### src/rtl/uart_pkg.sv
// rtl/uart_pkg.sv - shared UART definitions for the receiver and transmitter
//
// Contents:
//   uart_state_t         : serial frame state machine encoding (IDLE..BREAK)
//   DATA_BITS            : payload bits per frame (8N1 framing)
//   CLKS_PER_BIT_DEFAULT : default clk cycles per serial bit

package uart_pkg;

  localparam int DATA_BITS            = 8;
  localparam int CLKS_PER_BIT_DEFAULT = 16;

  typedef enum logic [2:0] {
    IDLE  = 3'd0,
    START = 3'd1,
    DATA  = 3'd2,
    STOP  = 3'd3,
    BREAK = 3'd4
  } uart_state_t;

endpackage

### src/rtl/sync_2ff.sv
// rtl/sync_2ff.sv - two-flop synchronizer for one asynchronous input bit
//
// Ports:
//   clk   : destination clock
//   rst_n : asynchronous active-low reset; both flops load RESET_VAL
//   d     : asynchronous input
//   q     : synchronized output (two clk cycles of latency)

module sync_2ff #(
  parameter logic RESET_VAL = 1'b0
) (
  input  logic clk,
  input  logic rst_n,
  input  logic d,
  output logic q
);

  logic meta;

  always_ff @(posedge clk or negedge rst_n) begin
    if (!rst_n) begin
      meta <= RESET_VAL;
      q    <= RESET_VAL;
    end else begin
      meta <= d;
      q    <= meta;
    end
  end

endmodule

### src/rtl/uart_rx.sv
// rtl/uart_rx.sv - 8N1 UART receiver with a one-entry output register
//
// Ports:
//   clk       : system clock, all state on the rising edge
//   rst_n     : asynchronous active-low reset (deassertion synchronized upstream)
//   rx        : asynchronous serial line, idle high, LSB first
//   data      : received byte, valid while rx_valid=1
//   rx_valid  : output register holds a byte
//   rx_ready  : consumer takes the byte when rx_valid & rx_ready
//   frame_err : one-cycle pulse, stop bit sampled low
//   overrun   : one-cycle pulse, completed byte dropped because output was occupied
//   busy      : receiver is not in IDLE

module uart_rx
  import uart_pkg::*;
#(
  parameter int CLKS_PER_BIT = CLKS_PER_BIT_DEFAULT
) (
  input  logic                 clk,
  input  logic                 rst_n,
  input  logic                 rx,
  output logic [DATA_BITS-1:0] data,
  output logic                 rx_valid,
  input  logic                 rx_ready,
  output logic                 frame_err,
  output logic                 overrun,
  output logic                 busy
);

  localparam int CW = $clog2(CLKS_PER_BIT);
  localparam int BW = $clog2(DATA_BITS);

  // Counter terminal values; the counter reloads to 0 on every sample so it
  // never needs to count past CLKS_PER_BIT-1.
  localparam logic [CW-1:0] HALF_LAST = CW'(CLKS_PER_BIT / 2 - 1);
  localparam logic [CW-1:0] FULL_LAST = CW'(CLKS_PER_BIT - 1);
  localparam logic [BW-1:0] LAST_BIT  = BW'(DATA_BITS - 1);

  logic                 rx_s;
  uart_state_t          state;
  logic [CW-1:0]        cnt;
  logic [BW-1:0]        bit_idx;
  logic [DATA_BITS-1:0] shreg;

  // Reset value 1 so a reset never looks like a start edge.
  sync_2ff #(
    .RESET_VAL(1'b1)
  ) u_sync (
    .clk  (clk),
    .rst_n(rst_n),
    .d    (rx),
    .q    (rx_s)
  );

  always_ff @(posedge clk or negedge rst_n) begin
    if (!rst_n) begin
      state     <= IDLE;
      cnt       <= '0;
      bit_idx   <= '0;
      shreg     <= '0;
      data      <= '0;
      rx_valid  <= 1'b0;
      frame_err <= 1'b0;
      overrun   <= 1'b0;
      busy      <= 1'b0;
    end else begin
      frame_err <= 1'b0;
      overrun   <= 1'b0;

      // Consumer handshake; a byte completing in the same cycle overrides
      // this below and keeps rx_valid high with the new byte.
      if (rx_valid && rx_ready) begin
        rx_valid <= 1'b0;
      end

      case (state)
        IDLE: begin
          cnt <= '0;
          if (!rx_s) begin
            state   <= START;
            bit_idx <= '0;
            busy    <= 1'b1;
          end
        end

        // Re-check the line at the middle of the start bit to reject glitches.
        START: begin
          if (cnt == HALF_LAST) begin
            cnt <= '0;
            if (rx_s) begin
              state <= IDLE;
              busy  <= 1'b0;
            end else begin
              state <= DATA;
            end
          end else begin
            cnt <= cnt + 1'b1;
          end
        end

        // Samples land mid-bit because START already consumed half a bit.
        DATA: begin
          if (cnt == FULL_LAST) begin
            cnt   <= '0;
            shreg <= {rx_s, shreg[DATA_BITS-1:1]};
            if (bit_idx == LAST_BIT) begin
              state <= STOP;
            end else begin
              bit_idx <= bit_idx + 1'b1;
            end
          end else begin
            cnt <= cnt + 1'b1;
          end
        end

        STOP: begin
          if (cnt == FULL_LAST) begin
            cnt <= '0;
            if (rx_s) begin
              state <= IDLE;
              busy  <= 1'b0;
              if (!rx_valid || rx_ready) begin
                data     <= shreg;
                rx_valid <= 1'b1;
              end else begin
                overrun <= 1'b1;
              end
            end else begin
              frame_err <= 1'b1;
              state     <= BREAK;
            end
          end else begin
            cnt <= cnt + 1'b1;
          end
        end

        // Line held low (break or framing fault): wait for idle before
        // arming start detection again.
        BREAK: begin
          cnt <= '0;
          if (rx_s) begin
            state <= IDLE;
            busy  <= 1'b0;
          end
        end

        default: begin
          state <= IDLE;
          cnt   <= '0;
          busy  <= 1'b0;
        end
      endcase
    end
  end

endmodule

### config.mk
export PLATFORM = sky130hd
export DESIGN_NAME = uart_rx
export DESIGN_NICKNAME = d
export VERILOG_FILES = /design/src/rtl/uart_pkg.sv /design/src/rtl/sync_2ff.sv /design/src/rtl/uart_rx.sv
export SDC_FILE = /design/constraint.sdc
export NUM_CORES = 1
export LEC_CHECK = 0
export ABC_CLOCK_PERIOD_IN_PS = 2000
export CAP_MARGIN = 40
export CORE_MARGIN = 3
export CORE_UTILIZATION = 36
export DETAILED_ROUTE_END_ITERATION = 16
export PLACE_DENSITY_LB_ADDON = 0.12
export SLEW_MARGIN = 40
export SYNTH_ARGS = -nofsm -noshare
export SYNTH_HDL_FRONTEND = slang
export SYNTH_SLANG_ARGS = --single-unit
### constraint.sdc
create_clock -name clk -period 2 [get_ports clk]
set_clock_uncertainty 0.05 [all_clocks]
set_input_delay 0.2 -clock clk [delete_from_list [all_inputs] [get_ports clk]]
set_output_delay 0.2 -clock clk [all_outputs]
set_load 0.01 [all_outputs]
Yosys cells after proc, flatten, opt, wreduce, memory -nomap -nowiden:

Cells that the tools add are included.

* register bits after elaboration: 32
* bits of input ports: 4
* logic and storage cells: 72

* add/sub/neg operators: 2
* equal/unequal tests: 14
* muxes and demuxes: 33
* bitwise logic cells: 1
* reduce and logical (&&, ||, !) cells: 11

Operators with widths (number)
* 2-to-1 mux 3 bit: 10
* 2-to-1 mux 1 bit: 16
* one-hot mux 3 bit (5 select lines): 1
* != test 2 bit (second input constant): 6
* AND reduction 4 bit: 3
* 2-to-1 mux 4 bit: 2
* one-hot mux 4 bit (2 select lines): 1
* equality test 3 x 2 -> 1 bit (second input constant): 2
* equality test 3 bit (second input constant): 2
* one-hot mux 3 bit (2 select lines): 1
* AND reduction 6 bit: 1
* one-hot mux 1 bit (5 select lines): 1
* adder 4 x 1 -> 4 bit (second input constant): 1
* equality test 4 x 3 -> 1 bit (second input constant): 1
* equality test 4 bit (second input constant): 1
* adder 3 x 1 -> 3 bit (second input constant): 1
* equality test 3 x 1 -> 1 bit (second input constant): 1
* zero test 3 bit: 1
* 2-to-1 mux 2 bit: 1
* != test 2 x 1 -> 1 bit (second input constant): 1
* AND reduction 2 bit: 1
* nonzero test 2 bit: 1
* OR reduction 2 bit: 1
* logical AND 1 bit: 1
* other kinds (3): 3

Logic depth before layout (Yosys ltp):

Gate-level depths: netlist (run 1).

* depth after elaboration: 6
* gate-level depth with buffers: 6
* depth with buffers taken out: 5

Hierarchy:

A second synthesis (run 1) with hierarchy kept.

* cell total of the unflattened synthesis: 103
* area, all modules: 1406.3 um^2

By module, submodules not included
* uart_rx: instances 1, cells an instance 101, area an instance 1353.8 um^2
* sync_2ff: instances 1, cells an instance 2, area an instance 52.6 um^2

Worst setup path after synthesis (run 1):

Ideal clock, no wire load.

* path type: register -> register
* start: register cnt[0]
* end: register shreg[0]
* data arrival time: 1.391 ns
* required time: 1.825 ns
* path slack: 0.434 ns
* cell stages (with the launch flop): 6
* period minus slack after synthesis: 1.566 ns
* cell sequence: dfrtp_1 > ha_1 > and4_4 > and3_1 > buf_6 > mux2_2

* cells in the longest elaborated chain, start to end: 2

Ends and longest elaborated chain
* start, declared: line uart_rx.sv:41 `logic [CW-1:0] cnt;`
* start signal, assigned: line uart_rx.sv:97 `cnt <= cnt + 1'b1;`
* start signal, assigned: line uart_rx.sv:112 `cnt <= cnt + 1'b1;`
* start signal, assigned: line uart_rx.sv:133 `cnt <= cnt + 1'b1;`
* equality test 4 bit: line uart_rx.sv:103 `if (cnt == FULL_LAST) begin`
* AND reduction 2 bit (no line)
* end signal, assigned: line uart_rx.sv:105 `shreg <= {rx_s, shreg[DATA_BITS-1:1]};`
* end, declared: line uart_rx.sv:43 `logic [DATA_BITS-1:0] shreg;`

Every way passes these cells.
A chain may end at the register's enable or synchronous reset.

Worst setup path after layout (run 1):

* start: register cnt[0]
* end: register shreg[6]

Same word-level chain as after synthesis.

==> metrics.csv, run 1 <==
stage;metric;value;unit
run_status;status;finished, final reports clean;
synth;ys_types;32;
worst_setup_path;critPathArrivalTime;1.92;ns
cells_and_area;drive_above_1_share;24.4;%
clock_tree;cts_root_buf;clkbuf_8;
synth;yosysTopAreaCell;dfrtp_1;
worst_setup_path;cp_slowest_cell;and3_1;
die;die_w;68.4;um
worst_setup_path;worstSetupPathType;reg2reg;
clock_tree;cts_resized;0;
placement;io_buffers;15;
detailed_routing;wirelength;2.36;mm
detailed_routing;drc_errors;0;
detailed_routing;wl_per_cell;13.8;um
cells_and_area;nets;129;
die;die_h;68.4;um
worst_setup_path;crit_family;simple AND/OR/NAND/NOR gates;
pwr;leakagePower;0.762;nW
worst_setup_path;crit_required;2.12;ns
detailed_routing;vias_per_cell;5.02;
clock_tree;cts_setup_buffers;0;
clock_tree;cts_inserted_buffers;5;
worst_setup_path;path_max_fanout;8;
pwr;switchingPower;0.000535;W
placement;dpl.hpwl;1.56;mm
synth;synth.net_count;110;
pwr;power_frac_seq;46.4;%
clock_tree;htreeDepth;2;
global_routing;antenna_found_initial;0;
synth;synth-edff-count;0;
synth;ys.warnings.count;0;
worst_setup_path;cp-start-kind;flip-flop;
timing;period_share;89.9;%
synth;synth_seq_cells;32;
clock_tree;cts_tree;yes;
synth;syn_avg_cell_area;13.6;sq um
cells_and_area;n_antenna_cell;0;
clock_tree;cts_sinks;32;
min_path;hold_path.class;in2async;
detailed_routing;drt_iter0_drc;34;
synth;ys_seq_area_share;57.3;%
pwr;combPwrFrac;20.0;%
global_routing;gr-usage-all-layers;12.4;%
synth;synth_cells;103;
global_routing;grt_pass1_vias;873;
job;max_cap_viol_count;0;
timing;rsz0062_at_grt;no;
cells_and_area;nFillCells;329;
clock_tree;clk_pin_slew_worst_paths;0.07;ns
timing;slew_headroom;69.1;%
clock_tree;ctsHoldBuffers;0;
pwr;peakVddDrop;0.000642;V
worst_setup_path;worstPathCellList;ha_1, and4_4, and3_1, mux2_2;
global_routing;grt_max_degree;33;
global_routing;overflow;0;
pwr;p_clk_share;33.6;%
timing;slew_viol_final;0;
timing;hold_viol_final;0;
pwr;p_int;0.00130;W
clock_tree;clk_latency;0.28;ns
synth;syn_area;1400;sq um
pwr;total_power;0.00184;W
detailed_routing;vias;858;
cells_and_area;final_common_cell;dfrtp_1;
worst_setup_path;slowest_delay;0.38;ns
die;ios;16;
pwr;swShare;29.1;%
detailed_routing;ant_nets;0;
synth;synthArstFlopShare;100;%
synth;synth_area_leaders;dfrtp_1 (54%), mux2_4 (8.6%), mux2_2 (6.4%), dfstp_2 (3.7%), ha_1 (2.7%);
placement;place.gp.congestion;0.733;
timing;fmax;556;MHz
synth;synth-main-ff-cell;dfrtp_1;
die;dieArea;4680;sq um
timing;timing.hold.ws;0.248;ns
die;coreArea;3720;sq um
timing;setup_tns;0;ns
cells_and_area;most-common-layout-cells;dfrtp_1 (30), clkdlybuf4s50_1 (15), mux2_2 (8), mux2_4 (8);
die;rows;22;
timing;period_minus_slack;1.80;ns
worst_setup_path;worst-path-buf-inv;0;
global_routing;grt_pass1_wl;4.12;mm
pwr;power.density;1080;nW/um^2
die;start_util;37.7;%
worst_setup_path;endpoint_kind;flip-flop;
timing;worst_pin_slew;0.459;ns
detailed_routing;first_pass_iters;4;
cells_and_area;areaGrowthSynthToFinish;21.0;%
timing;finalSetupViolations;0;
clock_tree;cts.path.max_buffers;2;
synth;synth_top_area_share;53.5;%
-- cells in the mapped netlist (all sizes together), types with 3 or more instances --
cell	number
ha	3
dfrtp	30
mux2	16
nand3	4
nor3	3
o2bb2ai	3
inv	4
buf	4
nor2	5
mux2i	3
-- metrics by stage --
stage	instances	setup WS, ns	utilization [%]	area (sq um)
6_report	171	0.202	45.7	1700
5_1_grt	171	0.0729	45.7	1700
4_1_cts	171	0.186	45.7	1700
3_5_place_dp	163	0.216	42.7	1590
3_3_place_gp	163	0.267	42.7	1590
2_1_floorplan	103	0.434	-	1400
-- worst paths after layout --
| check | from | end | slack [ns] | cells after the start |
|---|---|---|---|---|
| max | cnt[0] | shreg[6] | 0.20 | 4 |
| min | rst_n | data[2] | 0.25 | 2 |
| max reg2reg | cnt[0] | shreg[6] | 0.20 | 4 |
| min reg2reg | u_sync.meta | u_sync.q | 0.30 | 0 |
| max in group asynchronous | rst_n | u_sync.meta | 1.32 | 2 |
| min in group clk | rx | u_sync.meta | 0.27 | 1 |
-- layout make-up --
type	instances	area (sq um)	area share [%]
repair buffers	17	165	9.73
clock buffers	5	68.8	4.06
inverters	4	15.0	0.885
well taps	48	60.1	3.54
multi-input cells	62	542	31.9
clock inverters	3	42.5	2.51
flip-flops and latches	32	803	47.3
-- cell families after synthesis --
group,Yosys count,share of synthesized area [%]
AO/OA/AOI/OAI,11,5.98
XOR/XNOR,3,1.87
adder cells (fa/ha/maj),4,3.39
buffers and inverters,9,4.10
flip-flops,32,57.3
multiplexers,19,17.1
AND/OR/NAND/NOR,25,10.3
-- routing by layer --
| layer | routed length (um) | up-vias | track usage [%] |
|---|---|---|---|
| met3 | 126 | 7 | 5.42 |
| li1 | - | 406 | - |
| met2 | 1120 | 25 | 18.4 |
| met5 | 0 | - | 0 |
| met4 | 55 | 0 | 5.96 |
| met1 | 1060 | 420 | 15.2 |
-- registers in the layout, indices dropped and copies added, names as in the netlist --
name	flops
bit_idx	3
busy	1
cnt	4
data	8
frame_err	1
overrun	1
rx_valid	1
shreg	8
state	3
u_sync.meta	1
u_sync.q	1
-- power by group through the flow --
stage                     Combinational (W)  Sequential, W  Clock, W
final                              0.000367       0.000852  0.000618
after global routing               0.000427       0.000869  0.000664
after CTS                          0.000370       0.000851  0.000639
after detailed placement           0.000366       0.000858         0
after global placement             0.000364       0.000855         0
after floorplan                    0.000297       0.000828         0
Note: power is estimated with default switching activity, not from simulation.
==> run 2, diff against run 1 <==
Settings changed: ABC_AREA from default to 1, ABC_CLOCK_PERIOD_IN_PS 2000 to 1750, CORE_ASPECT_RATIO from default to 1.25.
Clock period 2 ns to 1.75 ns, I/O delays scaled along.
==> metrics.csv, run 2 <==
stage;metric;value;unit
run_status;status;finished, final reports clean;
synth;synth_seq_cells;32;
clock_tree;cts_resized;0;
clock_tree;ctsHoldBuffers;0;
job;max_cap_viol_count;0;
placement;placed_area;1680;sq um
synth;synth.net_count;161;
worst_setup_path;cp_slowest_cell;dfrtp_1;
placement;io_buffers;15;
worst_setup_path;slowest_delay;0.40;ns
timing;slew_viol_final;0;
detailed_routing;ant_nets;0;
synth;synthArstFlopShare;100;%
cells_and_area;drive_above_1_share;23.2;%
cells_and_area;fin_util;46.9;%
die;start_util;38.3;%
die;ios;16;
cells_and_area;areaGrowthSynthToFinish;22.4;%
synth;ys_seq_area_share;54.5;%
cells_and_area;top_regs;data: 8 flops, shreg: 8 flops, cnt: 4 flops;
synth;ys.warnings.count;0;
clock_tree;htreeDepth;2;
global_routing;antenna_found_initial;0;
global_routing;grt-busiest-layer;met2;
detailed_routing;drt_iter0_drc;29;
detailed_routing;drc_errors;0;
cells_and_area;final_common_cell;nand2_1;
timing;period_share;89.0;%
timing;period_minus_slack;1.56;ns
worst_setup_path;endpoint_kind;flip-flop;
timing;hold_viol_final;0;
clock_tree;cts_setup_buffers;0;
timing;timing.hold.ws;0.250;ns
clock_tree;cts_inserted_buffers;5;
timing;fmax;642;MHz
synth;syn_avg_cell_area;9.57;sq um
worst_setup_path;cp-start-kind;flip-flop;
synth;synth-main-ff-cell;dfrtp_1;
timing;finalSetupViolations;0;
detailed_routing;vias;1033;
pwr;power.density;1160;nW/um^2
synth;synth_commonest_cells;nand2_1 (33), dfrtp_1 (30), inv_1 (17), o21ai_2 (16), nor2_1 (14);
synth;yosysTopAreaCell;dfrtp_1;
placement;place.gp.congestion;0.784;
synth;synth_most_common_cell;nand2_1;
worst_setup_path;critPathArrivalTime;1.68;ns
cells_and_area;n_antenna_cell;0;
timing;slew_headroom;73.6;%
clock_tree;cts_sinks;32;
placement;dpl.hpwl;1.89;mm
clock_tree;cts_root_buf;clkbuf_8;
die;dieArea;4900;sq um
detailed_routing;first_pass_iters;4;
detailed_routing;wirelength;2.53;mm
global_routing;overflow;0;
clock_tree;cts_tree;yes;
synth;synth_cells;154;
global_routing;use_met1;12.7;%
synth;synth_top_area_share;50.9;%
pwr;peakVddDrop;0.000519;V
clock_tree;cts.path.max_buffers;2;
timing;worst_pin_slew;0.396;ns
clock_tree;clk_pin_slew_worst_paths;0.06;ns
die;die_w;63.2;um
global_routing;use_met3;3.91;%
worst_setup_path;cpMostUsedCell;nand3_1;
cells_and_area;nets;183;
cells_and_area;stdcell_area;1800;sq um
cells_and_area;most-common-layout-cells;nand2_1 (33), dfrtp_1 (30), inv_1 (17);
die;coreArea;3850;sq um
global_routing;grt_util_met2;21.0;%
global_routing;grt_max_degree;33;
cells_and_area;nFillCells;366;
pwr;leakagePower;0.849;nW
synth;synth-edff-count;0;
timing;setup_tns;0;ns
timing;rsz0062_at_grt;no;
worst_setup_path;worstSetupPathType;reg2reg;
die;rows;25;
worst_setup_path;path_max_fanout;6;
min_path;hold_path.class;in2async;
worst_setup_path;worstPathCellList;ha_1, nand3_1, clkinv_2, nor2_1, nor2_4, nand3_1, nand2_1;
detailed_routing;wl_per_cell;11.0;um
global_routing;grt_pass1_vias;1079;
clock_tree;clk_latency;0.28;ns
detailed_routing;vias_per_cell;4.47;
synth;synth_area_leaders;dfrtp_1 (51%), o21ai_2 (9.5%), nand2_1 (8.4%), inv_1 (4.3%), nand3_1 (4.1%);
global_routing;grt_pass1_wl;4.57;mm
worst_setup_path;crit_required;1.87;ns
synth;ys_types;22;
die;die_h;77.5;um
global_routing;gr-usage-all-layers;11.9;%
synth;syn_area;1470;sq um
run 2: changes by cell type in the layout (fill, tap and decap cells not counted), moves of 5 or more:
cell | before | now
inv_1 | 4 | 17
mux2_2 | 8 | 0
mux2_4 | 8 | 0
nand2_1 | 2 | 33
nand2_2 | 0 | 5
nand3_1 | 4 | 12
nor2_1 | 5 | 14
o21ai_0 | 1 | 6
o21ai_2 | 0 | 16
run 2: cell families after synthesis:
group | Yosys count | synth area share, %
compound gates | 23 | 12.0
xor+xnor | 1 | 0.594
fa+ha+maj | 3 | 2.55
buf+inv | 23 | 7.05
flops | 32 | 54.5
simple gates | 72 | 23.3
run 2: worst paths after layout:
path	start	end	slack, ns	cells after the start
max in group asynchronous	rst_n	u_sync.meta	1.08	2
setup reg to reg	cnt[0]	state[1]	0.19	7
setup / recovery	cnt[0]	state[1]	0.19	7
hold reg to reg	u_sync.meta	u_sync.q	0.31	0
hold / removal	rst_n	busy	0.25	2
min in group clk	rx	u_sync.meta	0.26	1
run 2: critical path, delay by kind of cell (launching register included):
kind	cells	cell delay [ns]
DFF	1	0.40
adders and majority gates	1	0.23
and+or+nand+nor	5	0.62
buffers and inverters	1	0.15
run 2: metal layers:
metal | part of all wire [%] | routed length (um)
met1 | 40 | 1020
met2 | 53 | 1350
met3 | 4.8 | 122
met4 | 1.3 | 34
met5 | 0 | 0
run 2: final cells by class:
class	count	area, sq um	share of cell area, %
flip-flops and latches	32	803	44.5
inverters	21	81.3	4.51
clock inverters	2	35.0	1.94
repair buffers	17	178	9.85
well taps	54	67.6	3.74
multi-input cells	99	567	31.4
clock buffers	6	72.6	4.02
run 2: power by group:
part / switching, W / internal (W)
clock: 0.000253 / 0.000422
sequential: 0.0000889 / 0.000829
combinational: 0.000311 / 0.000184
run 2: stage by stage:
step | setup WS [ns] | std cells | total power, W
after floorplan | 0.315 | 154 | 0.00130
after global placement | 0.207 | 222 | 0.00142
after detailed placement | 0.145 | 222 | 0.00143
after CTS | 0.141 | 230 | 0.00212
after global routing | 0.0218 | 231 | 0.00224
final | 0.193 | 231 | 0.00209
==> run 3, diff against run 2 <==
Settings changed: CORE_UTILIZATION 36 to 40.
==> metrics.csv, run 3 (same netlist as run 2, synthesis figures left out) <==
stage;metric;value;unit
timing;period_share;90.8;%
pwr;power_frac_seq;42.2;%
placement;dpl.hpwl;1.87;mm
detailed_routing;first_pass_iters;4;
pwr;p_clk_share;35.0;%
worst_setup_path;crit_required;1.87;ns
cells_and_area;nFillCells;329;
cells_and_area;seqCellArea;803;sq um
detailed_routing;drc_errors;0;
pwr;p_int;0.00152;W
placement;pre_cts_slack;0.156;ns
timing;hold_viol_final;0;
worst_setup_path;critPathArrivalTime;1.71;ns
global_routing;overflow;0;
clock_tree;cts.path.max_buffers;2;
clock_tree;cts_resized;0;
pwr;swShare;30.5;%
cells_and_area;areaGrowthSynthToFinish;21.1;%
detailed_routing;wirelength;2.51;mm
timing;period_minus_slack;1.59;ns
global_routing;grt_pass1_wl;4.41;mm
detailed_routing;vias_per_cell;4.78;
clock_tree;cts_tree;yes;
clock_tree;cts_root_buf;clkbuf_8;
die;rows;24;
cells_and_area;top_regs;data: 8 flops, shreg: 8 flops, cnt: 4 flops;
cells_and_area;multi_input_area;567;sq um
timing;rsz0062_at_grt;no;
pwr;combPwrFrac;22.8;%
timing;slew_headroom;73.3;%
die;die_w;60.3;um
clock_tree;clk_latency;0.28;ns
detailed_routing;top_layer_used;met4;
worst_setup_path;endpoint_kind;flip-flop;
cells_and_area;n_antenna_cell;0;
worst_setup_path;cp_slowest_cell;dfrtp_1;
run_status;status;finished, final reports clean;
cells_and_area;most-common-layout-cells;nand2_1 (33), dfrtp_1 (30), inv_1 (17);
clock_tree;cts_sinks;32;
timing;layout_setup_ws;0.160;ns
detailed_routing;vias;1028;
clock_tree;cts_setup_buffers;0;
detailed_routing;met3_length;94;um
detailed_routing;wl_per_cell;11.7;um
clock_tree;cts_inserted_buffers;5;
placement;place.gp.congestion;0.784;
die;dieArea;4450;sq um
timing;fmax;629;MHz
detailed_routing;ant_nets;0;
worst_setup_path;worstSetupPathType;reg2reg;
placement;io_buffers;15;
global_routing;gr-usage-all-layers;13.4;%
worst_setup_path;worst-path-buf-inv;1;
die;ios;16;
worst_setup_path;crit_family;simple AND/OR/NAND/NOR gates;
timing;worst_pin_slew;0.400;ns
cells_and_area;final_common_cell;nand2_1;
timing;finalSetupViolations;0;
timing;setup_tns;0;ns
die;die_h;73.9;um
global_routing;grt_pass1_vias;1021;
pwr;switchingPower;0.000665;W
detailed_routing;drt_iter0_drc;22;
worst_setup_path;cp-start-kind;flip-flop;
job;max_cap_viol_count;0;
worst_setup_path;path_max_fanout;6;
pwr;peakVddDrop;0.000777;V
worst_setup_path;cpMostUsedCell;nand3_1;
clock_tree;ctsHoldBuffers;0;
detailed_routing;wl_met1;1.05;mm
worst_setup_path;slowest_delay;0.40;ns
clock_tree;clk_pin_slew_worst_paths;0.06;ns
min_path;hold_path.class;in2async;
die;coreArea;3510;sq um
detailed_routing;wl_met2;1.31;mm
global_routing;grt_max_degree;33;
global_routing;antenna_found_initial;0;
die;start_util;42.0;%
worst_setup_path;worstPathCellList;ha_1, nand3_1, clkinv_2, nor2_1, nor2_4, nand3_1, nand2_1;
pwr;leakagePower;0.847;nW
cells_and_area;nets;182;
clock_tree;htreeDepth;2;
cells_and_area;drive_above_1_share;23.3;%
timing;slew_viol_final;0;
pwr;power.density;1220;nW/um^2
## run 3: layout make-up
| class | count | share of cell area, % |
|---|---|---|
| Sequential cell | 32 | 45.0 |
| Multi-Input combinational cell | 99 | 31.8 |
| Timing Repair Buffer | 16 | 8.84 |
| Clock buffer | 7 | 5.40 |
| Inverter | 21 | 4.56 |
| Tap cell | 39 | 2.73 |
| Clock inverter | 1 | 1.68 |
## run 3: stage by stage
step	power (W)	hold WS (ns)	utilization [%]	instance area, sq um	cells
after floorplan	0.00130	-0.171	-	1470	154
after global placement	0.00142	0.297	47.2	1660	207
after detailed placement	0.00144	0.303	47.2	1660	207
after CTS	0.00222	0.231	50.8	1780	215
after global routing	0.00234	0.249	50.8	1780	215
final	0.00218	0.236	50.8	1780	215
## run 3: worst reg2reg max path: stages (launching register included)
cell      delay, ns
dfrtp_1        0.40
ha_1           0.23
nand3_1        0.19
clkinv_2       0.16
nor2_1         0.22
nor2_4         0.08
nand3_1        0.09
nand2_1        0.05
## run 3: final timing paths
kind	from	slack, ns	cells after the start	endpoint
max in group asynchronous	rst_n	1.09	2	u_sync.q
max reg2reg	cnt[0]	0.16	7	state[1]
max	cnt[0]	0.16	7	state[1]
min	rst_n	0.24	2	cnt[0]
min in group clk	rx	0.24	1	u_sync.meta
min reg2reg	u_sync.meta	0.31	0	u_sync.q
## run 3: power by group through the flow
stage	sequential [W]	combinational, W	clock (W)
2_1_floorplan	0.000911	0.000386	0
3_3_place_gp	0.000926	0.000491	0
3_5_place_dp	0.000933	0.000506	0
4_1_cts	0.000920	0.000507	0.000791
5_1_grt	0.000931	0.000594	0.000813
6_report	0.000920	0.000497	0.000764
## run 3: layer usage
metal	global-route usage, %	up-vias
met2	23.6	13
met5	0	-
met1	14.1	483
li1	-	525
met3	4.75	7
met4	5.91	0
==> edit 1 (flow settings as in run 3) <==
Change the package constant `CLKS_PER_BIT_DEFAULT` from 16 to 8.
--- a/src/rtl/uart_pkg.sv
+++ b/src/rtl/uart_pkg.sv
@@ -10,3 +10,3 @@
   localparam int DATA_BITS            = 8;
-  localparam int CLKS_PER_BIT_DEFAULT = 16;
+  localparam int CLKS_PER_BIT_DEFAULT = 8;
 
Formal check against the unedited RTL: not equivalent (Yosys sat finds a counterexample within 10 cycles, from zero or initial values and one cycle with rst_n low).
==> edit 1 against run 3 <==
Cell count down 2.8%; via count is 1.7% higher; total power fell by 7.3%; synthesized area shrank 3.8%; wire length grew 4.4%; largest power group unchanged; die area is 3.5% lower; synthesized cell count down 1.9%; final area down 4.8%; combinational power rose by 4.8%; sequential cell count fell by 1; worst setup slack improved by 0.064 ns; count of clock-buffer cells in the layout rose by 1.
==> edit 1: results (changes against run 3) <==
Cells and area
The share of layout cells above drive strength 1 is 0.180 (-0.0527). The largest registers in the layout are data: 8 flops, shreg: 8 flops. The final standard cell count with taps included and fillers excluded is 209 (-2.8%). The number of fill cells in the layout is 312 (-5.2%). The total number of nets in the final design is 180 (-1.1%).

STA
The final sum of negative setup slack is 0 ns (unchanged). The timing-limited maximum frequency came to 655 MHz (+4.2%). The worst hold slack was 0.231 ns (-0.00429 ns). The tightest slew margin relative to the limit is 0.739 (+0.00539).

Global route
The wire length of the first global-routing pass came to 4810 um (+9.1%). The global-route usage over all layers is 0.150 (+0.0158). The via count of the first global-routing pass is 1077 (+5.5%). The largest net degree at the start of global routing is 32 (-3.0%).

Place
The routability congestion estimate is 0.781 (-0.48%). The final HPWL from detailed placement is 1890 um (+1.2%). The count of input and output buffers is 15 (unchanged).

The worst setup slack before clock tree synthesis is 0.141 ns (-0.0154 ns). The post-placement cell count was 201 (-2.9%). The placed instance area was 1590 um2 (-3.8%).

Synthesis
The commonest register cell after synthesis is dfrtp_1. The proportion of synthesized chip area in sequential cells is 0.549 (+0.00399). The net count of the mapped netlist was 160 (-0.62%). The number of instances in the synthesized netlist is 151 (-1.9%). The number of distinct library cells after synthesis is 24 (+9.1%). In the post-synthesis netlist, the biggest area contributors are dfrtp_1 51%, nand2_1 9.3%, ha_1 4.4%. Ranked by instance count, the synthesized netlist is headed by 35 x nand2_1, 29 x dfrtp_1, 15 x inv_1.

Detailed routing
The wire length per cell after detailed routing came to 12.5 um (+7.4%). The sum of met2 wire segment lengths after detailed routing is 1370 um (+4.2%). The number of vias per cell after detailed routing came to 5.00 (+4.6%). The length of routed wiring on met1 is 1070 um (+1.4%). The met3 layer wire length in the routed design is 115 um (+22%).

Worst setup path
The critical path data arrival time came to 1.68 ns (-0.03 ns). The most critical setup path has its endpoint at bit_idx[0]. The path depth of the worst reg2reg path is 8 (+1).

The worst-case register-to-register setup slack is 0.22 ns (+0.06 ns). The highest net fanout along the worst path is 5 (-1).

Power
The internal power is 1.35 mW (-11%). The fraction of power consumed by the clock network came to 0.305 (-0.045). The power dissipated by switching net loads is 671 uW (+0.78%). The combinational-cell power consumption is 521 uW (+4.8%).

The largest voltage drop on the vdd net is 0.878 mV (+13%). The reported leakage power is 0.812 nW (-4.1%).

Clock tree
The total clock buffers created by CTS is 5 (unchanged). The number of cells upsized or downsized after cts came to 0 (unchanged).

Outcome
The run finished with clean final reports.
==> edit 1: area by class of cell <==
class,count,area [um2],share of cell area
multi-input combinational,97,542,0.319
timing repair buffer,16,158,0.0928
inverter,20,75.1,0.0442
tap,37,46.3,0.0272
sequential,31,778,0.458
clock buffer,8,100,0.0589
==> edit 1: kinds of logic (layout without fill, tap and decap cells) <==
family | after synthesis | after routing | share of synthesized area
DFF | 31 | 31 | 0.549
buffers and inverters | 23 | 44 | 0.0724
adders and majority gates | 5 | 5 | 0.0441
AOI/OAI and AO/OA | 23 | 23 | 0.104
and+or+nand+nor | 69 | 69 | 0.230
==> edit 1: worst max-delay path: stages, from the launching register on <==
cell and delay [ns]:
dfrtp_1 0.40, ha_1 0.22, nand2_1 0.19, nand3_1 0.18, nand2_1 0.14, nor2_2 0.06
inv_2 0.08, nand2_1 0.05, o21ai_1 0.07
==> edit 1: metal layers <==
metal,vias up,global-route usage
li1,523,-
met1,495,0.171
met2,21,0.250
met3,6,0.0445
met4,0,0.0756
met5,-,0
==> edit 2 (flow settings as in run 3) <==
Made on the original files. Encoding of `uart_state_t`: now one-hot (5 bits for 5 states).
--- a/src/rtl/uart_pkg.sv
+++ b/src/rtl/uart_pkg.sv
@@ -12,8 +12,8 @@
 
-  typedef enum logic [2:0] {
-    IDLE  = 3'd0,
-    START = 3'd1,
-    DATA  = 3'd2,
-    STOP  = 3'd3,
-    BREAK = 3'd4
+  typedef enum logic [4:0] {
+    IDLE  = 5'b00001,
+    START = 5'b00010,
+    DATA  = 5'b00100,
+    STOP  = 5'b01000,
+    BREAK = 5'b10000
   } uart_state_t;
Check against the original RTL: same outputs for any inputs over 10 cycles, from zero or initial values and one cycle with rst_n low; not proved beyond that.
==> edit 2 against run 3 <==
Synthesized area increased by 8.4%; wire length increased by 10%; worst setup slack about the same; die area increased by 7.6%; total power increased by 2.7%; final area increased by 7.3%; count of clock-buffer cells in the layout decreased by 2; sequential cell count increased by 2; critical path type unchanged; largest power group unchanged.
==> edit 2: results (changes against run 3) <==
Outcome
The run finished with clean final reports.

Global route
The met1 global-route usage was 0.142 (+0.000199). The global-route usage over all layers is 0.131 (-0.00374). The met2 usage came to 0.236 (+0.000282). The via count of the first global-routing pass came to 1196 (+17%). The met3 capacity usage during global routing came to 0.0351 (-0.0123). The number of antenna violations at the first check in global routing is 0 (unchanged). The largest net degree at the start of global routing is 35 (+6.1%).

The wire length of the first global-routing pass is 5020 um (+14%).

Power
The largest voltage drop on the vdd net is 0.786 mV (+1.2%). The fraction of power spent switching nets came to 0.326 (+0.0215). The reported leakage power was 1.02 nW (+21%).

The sequential cell power was 930 uW (+1%). The combinational-cell power consumption is 628 uW (+26%). The sequential group share of total power is 0.415 (-0.007).

Cells and area
The number of antenna repair diodes is 0 (unchanged). The share of layout cells above drive strength 1 is 0.186 (-0.0470). The number of fill cells in the layout is 379 (+15%). The total number of nets in the final design was 205 (+13%).

The largest registers in the layout are data: 8 flops, shreg: 8 flops, state: 5 flops.

Detailed routing
The highest metal layer carrying signal wires in the routed design is met4. The number of vias per cell after detailed routing is 4.69 (-2.0%). The number of DRC markers in iteration 0 is 43 (+95%).

The length of routed wiring on met1 was 1170 um (+11%). The residual DRC count is 0 (unchanged). The wire length per cell after detailed routing is 10.9 um (-6.4%). The met3 layer wire length in the routed design is 177 um (+88%). The residual antenna-violating net count after detailed routing is 0 (unchanged). The sum of met2 wire segment lengths after detailed routing is 1380 um (+5.2%).

Worst setup path
The worst-case register-to-register setup slack is 0.16 ns (about the same). The path depth of the worst reg2reg path is 10 (+3). STA puts the critical path data arrival time at between 1.5 and 2 ns. The highest net fanout along the worst path was 5 (-1). The end of the worst register-to-register path is state[2]. The critical path is of the reg -> reg type.

The largest stage delay on the critical path is 0.38 ns (-0.02 ns).

STA
The worst hold slack is 0.246 ns (+0.0101 ns). The slew at the pin with the worst max-slew slack came to 0.414 ns (+0.0141 ns).

Clock tree
The total clock buffers created by CTS is 5 (unchanged). The H-tree depth reported by CTS is 2 (unchanged). The tree is rooted in a clkbuf_8. The clock insertion delay at the later pin of the skew report is 0.28 ns (about the same). The register clock-pin slew on the reported worst setup and hold paths is 0.07 ns.

Synthesis
The share of the synthesized area in compound gates (AO/OA/AOI/OAI) is 0.0767 (-0.0430). The number of distinct library cells after synthesis is 25 (+14%). The xor/xnor share of the synthesized area was 0.00548 (-0.000461). The adder-cell area share of the yosys netlist was 0.0235 (-0.00197). The net count of the mapped netlist is 184 (+14%).

The mux share of post-synthesis cell area is 0 (unchanged). In the post-synthesis netlist, the biggest area contributors are dfrtp_1 49%, nand2_1 12%, dfstp_2 4.9%. The proportion of synthesized chip area in sequential cells came to 0.535 (-0.0101). Sorting the synthesized cells by how often they occur yields 52 x nand2_1, 31 x dfrtp_1, 17 x inv_1, 17 x nor2_1, 12 x nand3_1.

Place
The routability congestion estimate is 0.873 (+11%). The final HPWL from detailed placement is 2110 um (+13%). The placed instance area is 1800 um2 (+8.4%).
==> edit 2: cell count changes after synthesis, moves of 3 or more <==
cell | run 3 | this run
nand2_1 | 33 | 52
o21ai_2 | 16 | 5
o21ai_1 | 0 | 7
o21ai_0 | 6 | 0
a21oi_2 | 0 | 3
nand2_2 | 5 | 2
nor2_1 | 14 | 17
==> edit 2: cell type report <==
class	count	area (um2)	share of cell area
multi-input combinational	120	643	0.336
clock buffer	5	68.8	0.0359
timing repair buffer	17	165	0.0863
sequential	34	855	0.446
clock inverter	3	40.0	0.0209
tap	54	67.6	0.0353
inverter	20	75.1	0.0392
==> edit 2: per-stage QoR <==
step / cells / setup WS, ns
6_report: 253 / 0.161
5_1_grt: 253 / 0.0441
4_1_cts: 253 / 0.0442
3_5_place_dp: 245 / 0.0597
3_3_place_gp: 245 / 0.143
2_1_floorplan: 177 / 0.331
==> edit 2: timing repair <==
action / CTS / global route
gates resized for setup: 0 / 1
setup buffers: 0 / 0
setup endpoints to repair: 0 / 8
